===== src/rtl/and_serial_nbits.sv =====
// Serial AND reducer: takes an n-bit word on a start/ready handshake and ANDs it
// one bit per clock, LSB first. Optional macro AND_EARLY_EXIT_EN ends on the first zero bit.
module and_serial_nbits #(
    parameter int n = 4
) (
    input  logic         clk,
    input  logic         rst_n,
    input  logic         start,
    input  logic [n-1:0] X,
    output logic         ready,
    output logic         busy,
    output logic         done,
    output logic         resultado
);

    localparam int CW = $clog2(n + 1);

    typedef enum logic [1:0] {IDLE, SHIFT, DONE} state_t;

    state_t          state;
    logic [n-1:0]    sh;
    logic            acc;
    logic [CW-1:0]   cnt;
    logic            acc_nxt;
    logic            last;

    // resultado must capture the value acc takes on the final shift edge
    assign acc_nxt = acc & sh[0];

`ifdef AND_EARLY_EXIT_EN
    assign last = (cnt == CW'(n - 1)) || !sh[0];
`else
    assign last = (cnt == CW'(n - 1));
`endif

    always_ff @(posedge clk) begin
        if (!rst_n) begin
            state     <= IDLE;
            sh        <= '0;
            acc       <= 1'b1;
            cnt       <= '0;
            resultado <= 1'b0;
        end else begin
            case (state)
                IDLE: begin
                    if (start) begin
                        sh    <= X;
                        acc   <= 1'b1;
                        cnt   <= '0;
                        state <= SHIFT;
                    end
                end
                SHIFT: begin
                    acc <= acc_nxt;
                    sh  <= sh >> 1;
                    cnt <= cnt + 1'b1;
                    if (last) begin
                        resultado <= acc_nxt;
                        state     <= DONE;
                    end
                end
                DONE:    state <= IDLE;
                default: state <= IDLE;
            endcase
        end
    end

    assign ready = (state == IDLE);
    assign busy  = (state == SHIFT);
    assign done  = (state == DONE);

endmodule


===== config.mk =====
export PLATFORM = sky130hd
export DESIGN_NAME = and_serial_nbits
export DESIGN_NICKNAME = d
export VERILOG_FILES = /design/src/rtl/and_serial_nbits.sv
export SDC_FILE = /design/constraint.sdc
export NUM_CORES = 1
export LEC_CHECK = 0
export CAP_MARGIN = 10
export CORE_AREA = 2 2 39 41
export CTS_CLUSTER_SIZE = 20
export DETAILED_ROUTE_END_ITERATION = 12
export DIE_AREA = 0 0 41 43
export PLACE_DENSITY = 0.66
export RECOVER_POWER = 25
export SLEW_MARGIN = 20
export SYNTH_ARGS = -nofsm -noshare
export SYNTH_HDL_FRONTEND = slang
export SYNTH_SLANG_ARGS = --single-unit
export TNS_END_PERCENT = 50

===== constraint.sdc =====
create_clock -name clk -period 1 [get_ports clk]
set_input_delay 0.2 -clock clk [delete_from_list [all_inputs] [get_ports clk]]
set_output_delay 0.2 -clock clk [all_outputs]
set_load 0.02 [all_outputs]

==> Flow_metrics.wiki <==
{| class="wikitable"
! Metric !! Value
|-
| Outcome || finished, violations left
|-
| Violated checks || negative setup slack
|-
| Achievable frequency || 884 MHz
|-
| Largest stage delay, worst path || about 0.37 ns
|-
| Data arrival at the endpoint of the critical path || just over 0.9 ns
|-
| Global-route wire length before repair || 1.98 mm
|-
| Total nets after synthesis || 65
|-
| Setup repair after global routing missed its margin || true
|-
| Finish-stage setup viols || 13
|-
| Average wire length per cell after detail routing || 14.1 um
|-
| Pre-CTS setup slack || -0.341 ns
|-
| Number of antenna violations at the first check in global routing || 0
|-
| Seq cells post-synth || 11
|-
| Clock transition at path regs || 0.07 ns
|-
| Type of origin of the critical path || flip-flop
|-
| Remaining number of nets flagged by the antenna check after routing || 0
|-
| Highest-delay cell along the critical path || dfxtp_2
|-
| Die outline width || 41 um
|-
| Total of max-cap violations || 0
|-
| Count of unresolved DRC violations after routing || 0
|-
| Hold crit path type || reg2reg
|-
| Total die area || 1760 um2
|-
| Remaining global-route overflow || 0
|-
| Effective utilization at floorplan || 37.1%
|-
| CTS tree || done
|-
| Tightest Pin Transition || 0.253 ns
|-
| Final number of hold-violating endpoints || 0
|-
| Final antenna diode count || 0
|-
| Pwr/cell area || 1240 nW/um2
|-
| Final Net Count || 86
|-
| DP HPWL || 877 um
|-
| Sequential share of the synthesized area || 42.9%
|-
| Vias after detailed routing || 466
|-
| Number of clock buffers inserted by TritonCTS || 3
|-
| Maximum clock path buffer count || 2
|-
| Endpoint kind of the worst setup timing path || output pin
|-
| Total I/O pin count || 11
|-
| Largest driver fanout on the critical path || 4
|-
| Synthesized instance count || 56
|-
| Static Leak || 0.317 nW
|-
| Height of the die || 43 um
|-
| Area of the core || 1380 um2
|-
| Clock insertion delay at the later pin of the skew report || 0.27 ns
|-
| Number of hold buffers added after cts || 0
|-
| Average cell area after synthesis || 9.16 um2
|-
| Number of iterations in the first detailed-routing pass || 2
|-
| Worst hold slack after final layout || 0.491 ns
|-
| Final slew viol count || 0
|-
| Clk_skew || slightly above 0.005 ns
|-
| Largest net degree at the start of global routing || 8
|-
| RD Place Congestion || 0.698
|-
| Root buf cell || clkbuf_4
|-
| Number of standard-cell rows in the floorplan || 14
|-
| Number of input and output port buffers inserted || 10
|-
| Share of the clock period used by the worst path || 113%
|-
| Routed via count divided by cell count || 5.07
|-
| H-tree lvl count || 1
|-
| Type of the worst setup path || reg2out
|-
| Clk sink count || 11
|-
| Post-Place Cell Area || between 600 and 700 um2
|-
| Area Overhead vs Synth || 53.7%
|-
| Total negative slack || -0.691 ns
|-
| VDD IR max || 774 uV
|-
| Fin area || 788 um2
|-
| Total wirelength of the detailed-routed design || 1.30 mm
|-
| Critical path data required time || 0.80 ns
|-
| Critical path cell sequence || nand2b_4 -> inv_4 -> buf_6
|-
| Warning count from the yosys run || 0
|-
| Period minus WS final || 1.13 ns
|-
| Iteration-0 DRC Markers || 5
|-
| Vias in the first global route || between 400 and 500
|-
| Worst setup margin || -0.131 ns
|-
| Global-route usage over all layers || between 10% and 20%
|-
| Slew HR || 83.1%
|-
| Number of inserted filler cells in the final layout || approximately 120
|-
| Synth unique cells || 28
|-
| Post-synthesis cell area || slightly above 500 um2
|-
| Overall Power || 0.974 mW
|-
| Layout cells sized above 1 || roughly 47%
|}
stage by stage:
step | utilization [%] | cells
after floorplan | - | 56
after global placement | 49.5 | 88
after detailed placement | 49.5 | 88
after CTS | 54.2 | 92
after global routing | 57.0 | 92
final | 57.0 | 92
worst max-delay path, delay by kind of cell, from the launching register on:
family                 cells  cell delay [ns]
DFF                        1             0.37
and+or+nand+nor            1             0.15
buffers and inverters      2             0.16
sequential cells by signal, indices dropped and copies added, names as in the netlist:
name and count:
sh 4, cnt 3, state 2, acc 1
resultado 1
power breakdown:
group	internal (mW)	switching, mW
sequential	0.463	0.0221
combinational	0.107	0.0851
clock	0.154	0.142
what timing repair did:
| action | 4_1_cts | 5_1_grt |
|---|---|---|
| pin swaps | 5 | 2 |
| gates resized for setup | 34 | 11 |
| setup buffers | 0 | 1 |
| endpoints found under the setup margin | 14 | 14 |
routing by layer:
metal / vias to the layer above / global-route usage [%] / wire, um
met1: 218 / 17.2 / 510
li1: 236 / - / -
met2: 8 / 28.4 / 730
met3: 4 / 8.38 / 39
met5: - / 0 / 0
met4: 0 / 8.00 / 18
cells in the mapped netlist:
master | instances | area (um2)
mux2i_1 | 1 | 10.0
o21a_1 | 1 | 7.51
nor3b_1 | 1 | 7.51
o211a_1 | 1 | 10.0
a21boi_0 | 1 | 7.51
nand4_1 | 1 | 6.26
o2bb2ai_1 | 1 | 8.76
dfxtp_1 | 11 | 220
nand2b_4 | 1 | 13.8
o22ai_1 | 1 | 6.26
nand2_1 | 2 | 7.51
and3_1 | 1 | 6.26
buf_4 | 1 | 7.51
clkbuf_1 | 1 | 3.75
o21ba_4 | 1 | 16.3
and2_4 | 1 | 8.76
inv_1 | 2 | 7.51
nor2_1 | 5 | 18.8
ha_1 | 2 | 25.0
nand2b_1 | 1 | 6.26
nor3_1 | 6 | 30.0
inv_4 | 1 | 6.26
and2b_1 | 1 | 7.51
a21boi_1 | 1 | 7.51
nor2b_1 | 2 | 12.5
o21ai_0 | 6 | 30.0
nand3b_1 | 1 | 7.51
and2_1 | 1 | 6.26
kinds of logic after synthesis:
group / synth area share (%)
simple gates: 27.1
mux: 1.95
flops: 42.9
fa+ha+maj: 4.88
buf+inv: 4.88
compound gates: 18.3
layout by cell type (no fill, tap or decap), drive strengths merged:
cell type,instances
and2b,1
nor2,5
and2,2
nand4,1
buf,12
a21boi,2
and3,1
dfxtp,11
clkdlybuf4s50,6
o21ba,1
nor3,6
nand3b,1
mux2i,1
o22ai,1
nand2,2
o21ai,6
o2bb2ai,1
inv,3
nand2b,2
nor3b,1
o21a,1
clkbuf,4
nor2b,2
ha,2
o211a,1
path summary, 6_finish.rpt:
check | from | cells past startpoint | slack (ns) | end
max | state[1] | 3 | -0.13 | busy
min | sh[1] | 2 | 0.49 | sh[1]
max reg2reg | state[1] | 4 | -0.09 | cnt[2]
min reg2reg | sh[1] | 2 | 0.49 | sh[1]
area by class of cell:
cell class	count	area, um2	area share [%]
Clock buffer	4	26.3	3.33
Inverter	3	16.3	2.06
Multi-Input combinational cell	40	332	42.1
Sequential cell	11	229	29.0
Tap cell	16	20.0	2.54
Timing Repair Buffer	18	165	21.0
(Power assumes the default switching activity.)
